## src/rtl/rx_frame_pkg.sv

```systemverilog
// Shared types and constants for the framed command receiver.
package rx_frame_pkg;

    // Default sync byte that opens every frame when the header is enabled.
    localparam logic [7:0] DEF_HDR_BYTE = 8'hA5;

    // Default inter-byte timeout in clk_sys cycles.
    localparam int DEF_TO_CYC = 100000;

    // Width of the inter-byte timeout counter.
    localparam int TMO_W = 20;

    // Frame decoder states; FAIL and DONE share the top encoding bits.
    typedef enum logic [2:0] {
        S_IDLE = 3'd0,
        S_BODY = 3'd1,
        S_CSUM = 3'd2,
        S_FAIL = 3'd6,
        S_DONE = 3'd7
    } state_e;

    // Reason a frame was abandoned, reported one cycle after entering S_FAIL.
    typedef enum logic [1:0] {
        CAUSE_NONE = 2'd0,
        CAUSE_CSUM = 2'd1,
        CAUSE_TMO  = 2'd2
    } cause_e;

endpackage

```

## src/rtl/rx_frame_tmo.sv

```systemverilog
// Inter-byte timeout counter: counts while enabled, clears on request,
// and flags the cycle on which the count equals TO_CYC-1.
module rx_frame_tmo
    import rx_frame_pkg::*;
#(
    parameter int TO_CYC = DEF_TO_CYC
) (
    input  logic clk_sys,
    input  logic rst_n,
    input  logic clr_i,
    input  logic en_i,
    output logic hit_o
);

    localparam logic [TMO_W-1:0] HIT_VAL = TMO_W'(TO_CYC - 1);

    logic [TMO_W-1:0] cnt_q;
    logic [TMO_W-1:0] cnt_d;

    // Clear has priority over counting so an accepted byte restarts the window.
    always_comb begin
        cnt_d = cnt_q;
        if (clr_i) begin
            cnt_d = '0;
        end else if (en_i) begin
            cnt_d = cnt_q + TMO_W'(1);
        end
    end

    // Counter register.
    always_ff @(posedge clk_sys or negedge rst_n) begin
        if (!rst_n) begin
            cnt_q <= '0;
        end else begin
            cnt_q <= cnt_d;
        end
    end

    assign hit_o = (cnt_q == HIT_VAL);

endmodule

```

## src/rtl/rx_frame_dec.sv

```systemverilog
// Frame decoder between the UART byte receiver and the command dispatcher.
// Collects N_FIELD payload bytes behind an optional sync header, checks an
// optional modulo-256 checksum, and reports good frames or failures as
// single-cycle registered pulses.
module rx_frame_dec
    import rx_frame_pkg::*;
#(
    parameter int         N_FIELD  = 4,
    parameter int         TO_CYC   = DEF_TO_CYC,
    parameter bit         EN_HDR   = 1'b1,
    parameter logic [7:0] HDR_BYTE = DEF_HDR_BYTE,
    parameter bit         EN_CSUM  = 1'b1
) (
    input  logic                   clk_sys,
    input  logic                   rst_n,
    input  logic                   rx_vld,
    input  logic [7:0]             rx_data,
    output logic [8*N_FIELD-1:0]   frame_data,
    output logic                   frame_vld,
    output logic                   err_hdr,
    output logic                   err_csum,
    output logic                   err_tmo,
    output logic                   busy
);

    localparam int               IDX_W    = $clog2(N_FIELD) + 1;
    localparam logic [IDX_W-1:0] LAST_IDX = IDX_W'(N_FIELD - 1);

    state_e               state_q, state_d;
    cause_e               cause_q, cause_d;
    logic [IDX_W-1:0]     idx_q, idx_d;
    logic [8*N_FIELD-1:0] shadow_q, shadow_d;
    logic [7:0]           sum_q, sum_d;
    logic [8*N_FIELD-1:0] frame_data_q, frame_data_d;
    logic                 frame_vld_q, frame_vld_d;
    logic                 err_hdr_q, err_hdr_d;
    logic                 err_csum_q, err_csum_d;
    logic                 err_tmo_q, err_tmo_d;
    logic                 busy_q, busy_d;
    logic                 tmo_clr;
    logic                 tmo_en;
    logic                 tmo_hit;

    rx_frame_tmo #(
        .TO_CYC (TO_CYC)
    ) u_tmo (
        .clk_sys (clk_sys),
        .rst_n   (rst_n),
        .clr_i   (tmo_clr),
        .en_i    (tmo_en),
        .hit_o   (tmo_hit)
    );

    // Next-state, datapath updates and output pulse decode for the frame FSM.
    always_comb begin
        state_d      = state_q;
        cause_d      = cause_q;
        idx_d        = idx_q;
        shadow_d     = shadow_q;
        sum_d        = sum_q;
        frame_data_d = frame_data_q;
        frame_vld_d  = 1'b0;
        err_hdr_d    = 1'b0;
        err_csum_d   = 1'b0;
        err_tmo_d    = 1'b0;
        tmo_clr      = 1'b0;
        tmo_en       = 1'b0;

        case (state_q)
            S_IDLE: begin
                tmo_clr = 1'b1;
                idx_d   = '0;
                sum_d   = '0;
                cause_d = CAUSE_NONE;
                if (rx_vld) begin
                    if (EN_HDR) begin
                        if (rx_data == HDR_BYTE) begin
                            state_d = S_BODY;
                        end else begin
                            err_hdr_d = 1'b1;
                        end
                    end else begin
                        shadow_d[7:0] = rx_data;
                        sum_d         = rx_data;
                        idx_d         = IDX_W'(1);
                        if (N_FIELD == 1) begin
                            state_d = EN_CSUM ? S_CSUM : S_DONE;
                        end else begin
                            state_d = S_BODY;
                        end
                    end
                end
            end

            S_BODY: begin
                tmo_en = 1'b1;
                if (rx_vld) begin
                    tmo_clr = 1'b1;
                    for (int i = 0; i < N_FIELD; i++) begin
                        if (idx_q == IDX_W'(i)) begin
                            shadow_d[8*i +: 8] = rx_data;
                        end
                    end
                    sum_d = sum_q + rx_data;
                    if (idx_q == LAST_IDX) begin
                        state_d = EN_CSUM ? S_CSUM : S_DONE;
                    end else begin
                        idx_d = idx_q + IDX_W'(1);
                    end
                end else if (tmo_hit) begin
                    state_d = S_FAIL;
                    cause_d = CAUSE_TMO;
                end
            end

            S_CSUM: begin
                tmo_en = 1'b1;
                if (rx_vld) begin
                    tmo_clr = 1'b1;
                    if (rx_data == sum_q) begin
                        state_d = S_DONE;
                    end else begin
                        state_d = S_FAIL;
                        cause_d = CAUSE_CSUM;
                    end
                end else if (tmo_hit) begin
                    state_d = S_FAIL;
                    cause_d = CAUSE_TMO;
                end
            end

            S_DONE: begin
                frame_data_d = shadow_q;
                frame_vld_d  = 1'b1;
                state_d      = S_IDLE;
            end

            S_FAIL: begin
                err_csum_d = (cause_q == CAUSE_CSUM);
                err_tmo_d  = (cause_q == CAUSE_TMO);
                state_d    = S_IDLE;
            end

            default: begin
                state_d = S_IDLE;
            end
        endcase

        busy_d = (state_d == S_BODY) || (state_d == S_CSUM);
    end

    // State, datapath and output registers; reset aborts any frame in flight.
    always_ff @(posedge clk_sys or negedge rst_n) begin
        if (!rst_n) begin
            state_q      <= S_IDLE;
            cause_q      <= CAUSE_NONE;
            idx_q        <= '0;
            shadow_q     <= '0;
            sum_q        <= '0;
            frame_data_q <= '0;
            frame_vld_q  <= 1'b0;
            err_hdr_q    <= 1'b0;
            err_csum_q   <= 1'b0;
            err_tmo_q    <= 1'b0;
            busy_q       <= 1'b0;
        end else begin
            state_q      <= state_d;
            cause_q      <= cause_d;
            idx_q        <= idx_d;
            shadow_q     <= shadow_d;
            sum_q        <= sum_d;
            frame_data_q <= frame_data_d;
            frame_vld_q  <= frame_vld_d;
            err_hdr_q    <= err_hdr_d;
            err_csum_q   <= err_csum_d;
            err_tmo_q    <= err_tmo_d;
            busy_q       <= busy_d;
        end
    end

    assign frame_data = frame_data_q;
    assign frame_vld  = frame_vld_q;
    assign err_hdr    = err_hdr_q;
    assign err_csum   = err_csum_q;
    assign err_tmo    = err_tmo_q;
    assign busy       = busy_q;

endmodule

```

## config.mk

```make
export PLATFORM = sky130hd
export DESIGN_NAME = rx_frame_dec
export DESIGN_NICKNAME = d
export VERILOG_FILES = /design/src/rtl/rx_frame_pkg.sv /design/src/rtl/rx_frame_tmo.sv /design/src/rtl/rx_frame_dec.sv
export SDC_FILE = /design/constraint.sdc
export NUM_CORES = 1
export LEC_CHECK = 0
export ABC_AREA = 1
export BUFFER_PORTS_ARGS = -buffer_cell sky130_fd_sc_hd__clkbuf_2
export CELL_PAD_IN_SITES_DETAIL_PLACEMENT = 1
export CELL_PAD_IN_SITES_GLOBAL_PLACEMENT = 2
export CORE_UTILIZATION = 36
export CTS_CLUSTER_DIAMETER = 200
export CTS_CLUSTER_SIZE = 14
export DETAILED_ROUTE_END_ITERATION = 8
export GPL_TIMING_DRIVEN = 0
export PLACE_DENSITY_LB_ADDON = 0.1
export SLEW_MARGIN = 20
export SYNTH_ARGS = -nofsm -noshare
export SYNTH_HDL_FRONTEND = slang
export SYNTH_SLANG_ARGS = --single-unit
```

## constraint.sdc

```tcl
create_clock -name clk_sys -period 1.8 [get_ports clk_sys]
set_clock_uncertainty 0.15 [all_clocks]
set_input_delay 0.36 -clock clk_sys [delete_from_list [all_inputs] [get_ports clk_sys]]
set_output_delay 0.36 -clock clk_sys [all_outputs]
set_load 0.03 [all_outputs]
```

### Word level (Yosys, flattened, before mapping)

Cells that the tools add are included.

| cells by class | value |
|---|---|
| add/subtract/negate cells | 3 |
| eq/ne operators | 18 |
| muxes and demuxes | 29 |
| reductions and logical operators | 14 |

Operators by type and width:

| kind | count |
|---|---|
| $mux 20 | 2 |
| $mux 3 | 8 |
| $add 20x1->20 const B | 1 |
| $eq 20x17->1 const B | 1 |
| $reduce_and 3->1 | 6 |
| $pmux 8 s2 | 1 |
| $eq 3x2->1 const B | 4 |
| $eq 3x1->1 const B | 3 |
| $mux 1 | 9 |
| $pmux 3 s3 | 1 |
| $add 8x8->8 | 1 |
| $eq 8x8->1 | 1 |
| $eq 8x8->1 const B | 1 |
| $mux 2 | 4 |
| $mux 8 | 1 |
| $eq 3x3->1 const B | 2 |
| $logic_not 3->1 | 2 |
| $ne 2x2->1 const B | 3 |
| $pmux 2 s3 | 1 |
| $pmux 3 s2 | 1 |
| $reduce_bool 2->1 | 2 |
| $add 3x1->3 const B | 1 |
| $ne 3x3->1 const B | 1 |
| $reduce_bool 3->1 | 1 |
| 6 further kinds | 6 |

| word-level totals | value |
|---|---|
| bits in registers | 105 |
| input bits | 11 |
| output and inout bits | 37 |
| logic and storage cells | 79 |

### Longest topological paths before layout

| depth | value |
|---|---|
| word-level depth | 6 |
| gate-level depth with buffers | 11 |
| gate-level depth less buffers | 11 |

### Cells and area by module

A second synthesis with hierarchy kept.

| second synthesis, totals | value |
|---|---|
| cell total of the unflattened synthesis | 600 |
| area, all modules | 5057.4 um^2 |

By module, submodules not included:

| module | instances | cells each | area each (um^2) | sequential area each (um^2) |
|---|---|---|---|---|
| rx_frame_dec | 1 | 434 | 3784.9 | 2127.0 |
| rx_frame_tmo | 1 | 166 | 1272.5 | 500.5 |

### Least setup slack after synthesis

Ideal clock, no wire load.

| path | value |
|---|---|
| path kind | in2reg |
| start | input rx_data[0] |
| end | register sum_q[4] |
| setup time | 83 ps |
| arrival time | 1403 ps |
| required time | 1567 ps |
| slack | 165 ps |
| cell stages on the path | 7 |
| buffers on the path | 0 |
| path through | ha_1 -> fa_1 -> nand2_1 -> a21oi_1 -> o21ai_0 -> nand2_1 -> o21ai_0 |

| on the way | value |
|---|---|
| cells in the longest elaborated chain, start to end | 3 |

RTL lines:

| item | RTL line | RTL |
|---|---|---|
| start: declaration | rx_frame_dec.sv:17 | `input logic [7:0] rx_data,` |
| $add 8x8->8 | rx_frame_dec.sv:104 | `sum_d = sum_q + rx_data;` |
| $mux 8 | rx_frame_dec.sv:97 | `if (rx_vld) begin` |
| $pmux 8 s2 | rx_frame_dec.sv:69 | `case (state_q)` |
| end signal: assignment | rx_frame_dec.sv:171 | `sum_q <= sum_d;` |
| end: declaration | rx_frame_dec.sv:33 | `logic [7:0] sum_q, sum_d;` |

No other way between the ends. The select of a mux whose other input is x is not followed.
A chain may end at the register's enable or synchronous reset.

### Worst setup path after layout

| path | value |
|---|---|
| start | register state_q[1] |
| end | register shadow_q[31] |

| on the way | value |
|---|---|
| cells in the longest elaborated chain, start to end | 2 |

RTL lines:

| item | RTL line | RTL |
|---|---|---|
| start: declaration | rx_frame_dec.sv:29 | `state_e state_q, state_d;` |
| start signal: assignment | rx_frame_dec.sv:167 | `state_q <= state_d;` |
| $eq 3x1->1 | rx_frame_dec.sv:69 |  |
| $reduce_and 3->1 (no line) | - |  |
| end signal: assignment | rx_frame_dec.sv:170 | `shadow_q <= shadow_d;` |
| end: declaration | rx_frame_dec.sv:32 | `logic [8*N_FIELD-1:0] shadow_q, shadow_d;` |

No other way between the ends.

==> metrics <==
status=completed; Die H=120 µm; port bufs=47; RSZ-0062 raised after global routing=true; synthesized net count=627; fillers=1625; drc violations=0; register bit total from synthesis=105; Max VDD drop=448 µV; Die W=120 µm; CP startpoint kind=flop; Power Density=740 nW/µm²; Synthesis Warnings=0; initial antenna violation count=0; GRT Util Overall=19.0%; routed via count=4099; hold slack=0.250 ns; worst hold endpoint=shadow_q[8]$_DFFE_PN0P_; fin util=45.2%; CTS Buffer Depth=2; RR Startpoint=state_q[1]$_DFF_PN0_; vias in the first global route=4185; Avg Synthesized Cell Area=8.30 µm²; type of the worst setup path=flop to flop; layout cells sized above 1=20.2%; CP required=1.88 ns; Layout Nets=697; Seq/Total Area, Yosys=52.6%; Detailed Place HPWL=9040 µm; GRT Residual Overflow=0; htree depth=3; pin count of the biggest net entering global routing=85; total of max-cap violations=0; global-route wire length before repair=21100 µm; Syn Std Cell Area=4990 µm²; unique cell type count in the Yosys netlist=38; Worst-Margin Slew=0.453 ns; commonest non-fill, non-tap cell in the layout=nand2_1; Core Region=13400 µm²; instance count of the mapped netlist=602; DR WL/cell=14.6 µm; Hold Vio Cnt, Final=0; WP data arrival=1.77 ns; Worst-path clk slew=0.08 ns; root buffer cell=clkbuf_16; Post-Layout Cell Count=853; antenna fix cells=0; Slew Viols, Final=0; Starting DRT DRC Count=169; final wirelength=12500 µm; min Tclk post-route=1.69 ns; Die ar.=14300 µm²; Clock Latency Late Sink=0.36 ns; pre-CTS setup slack=-0.126 ns; Antenna Nets Post-Route=0; CTS tree=done; RePlAce Congestion=0.835; P&R area growth vs syn=21.2%; CP Capture Type=flop; Max Fanout on Critical Path=10; hold path startpoint=rx_data[0]; Static Leak=2.96 nW; First-pass DRT Iterations=4; Rel. slew slack=69.8%; max frequency=591 MHz; Tcrit/Tclk final=94.0%; num rows=42; setup TNS=0 ns; num ports=48; Starting Density=37.3%; CTS Buf Count=9; Reg2Reg Depth=8; via/cell ratio=4.81; r2r setup slk=0.11 ns; clk sink count=105; Placed Cells incl. Taps=826; most frequent cells in the layout=218 x nand2_1, 102 x dfrtp_1, 48 x inv_1; hold depth=3; fin worst setup slack=0.107 ns; R2R Path End=shadow_q[31]$_DFFE_PN0P_; Hold Crit Class=input pin to flop; Final setup violation count=0
-- power breakdown --
group / switching (mW) / total (mW) / internal [mW]
clock network: 0.929 / 1.95 / 1.02
logic: 0.116 / 0.159 / 0.0422
registers: 0.00403 / 2.37 / 2.36
total: 1.05 / 4.48 / 3.43
-- cells in the mapped netlist (all sizes together) --
cell type | count | area [µm²]
a211oi | 2 | 20.0
a21boi | 1 | 7.51
a21oi | 19 | 98.9
and2 | 1 | 6.26
and3 | 1 | 6.26
buf | 11 | 61.3
clkbuf | 1 | 3.75
dfrtp | 105 | 2630
fa | 1 | 20.0
ha | 13 | 163
inv | 57 | 226
nand2 | 223 | 860
nand3 | 33 | 215
nand3b | 1 | 7.51
nand4 | 8 | 50.1
nor2 | 53 | 218
nor3 | 9 | 61.3
nor3b | 1 | 12.5
o211ai | 1 | 7.51
o21ai | 54 | 270
o21bai | 1 | 7.51
o22ai | 1 | 6.26
o32ai | 1 | 8.76
or2 | 2 | 12.5
xor2 | 2 | 17.5
-- state kept, by name, summed over array words and instances, names as in the netlist --
register     count
err_csum         1
busy             1
state_q          3
frame_vld        1
err_hdr          1
sum_q            8
u_tmo.cnt_q     20
cause_q          2
frame_data      32
err_tmo          1
idx_q            3
shadow_q        32
-- critical path, cell delays in order (launching register included) --
cell and delay [ns]:
dfrtp_2 0.46, inv_4 0.10, nand3_4 0.13, nor2_8 0.17, buf_12 0.15, nand2_4 0.08, buf_2 0.18, nand2_1 0.06
o21ai_0 0.07
-- through the flow --
stage	power (mW)	area (µm²)
6_report	4.48	6050
5_1_grt	4.63	6050
4_1_cts	4.53	5860
3_5_place_dp	2.57	5490
3_3_place_gp	2.56	5450
2_1_floorplan	2.47	4990
-- kinds of logic (layout without fill, tap and decap cells) --
logic type	after synthesis	in the layout	synth area share [%]
buf+inv	69	144	5.84
xor+xnor	2	2	0.351
fa+ha+maj	14	14	3.66
simple gates	332	332	29.0
compound gates	80	80	8.54
flops	105	105	52.6
-- final cells by class --
cell class | count | area, µm² | share of cell area (%)
buffer | 9 | 50.0 | 0.827
tap | 176 | 220 | 3.64
timing repair buffer | 62 | 404 | 6.67
clock buffer | 11 | 253 | 4.17
sequential | 105 | 2630 | 43.5
clock inverter | 5 | 37.5 | 0.620
inverter | 57 | 229 | 3.78
multi-input combinational | 428 | 2230 | 36.8
-- worst max path at each step --
stage	end	start	depth (start not counted)	slack, ns
final	shadow_q[31]$_DFFE_PN0P_	state_q[1]$_DFF_PN0_	8	0.11
after CTS	u_tmo.cnt_q[13]$_DFFE_PN0P_	state_q[0]$_DFF_PN0_	8	-0.03
after global routing	u_tmo.cnt_q[14]$_DFFE_PN0P_	u_tmo.cnt_q[0]$_DFFE_PN0P_	9	-0.04
after global placement	sum_q[2]$_DFFE_PN0P_	rst_n	1	-1.31
after detailed placement	u_tmo.cnt_q[16]$_DFFE_PN0P_	rx_vld	10	-0.13
after floorplan	sum_q[4]$_DFFE_PN0P_	rx_data[0]	7	0.16
-- per-layer routing --
metal	track usage, %	routed length, µm	vias to the layer above
li1	-	-	2068
met3	2.47	262	15
met1	26.2	6190	1968
met4	8.13	247	0
met2	29.9	5760	48
met5	0	0	-
-- what timing repair did --
item,4_1_cts,5_1_grt
pin swaps,1,6
gates cloned,0,0
buffers inserted,5,8
gates resized for setup,4,34
hold buffers,1,0
endpoints found under the setup margin,44,87
endpoints found under the hold margin,21,0
No activity file was read; power rests on OpenSTA's default activity.
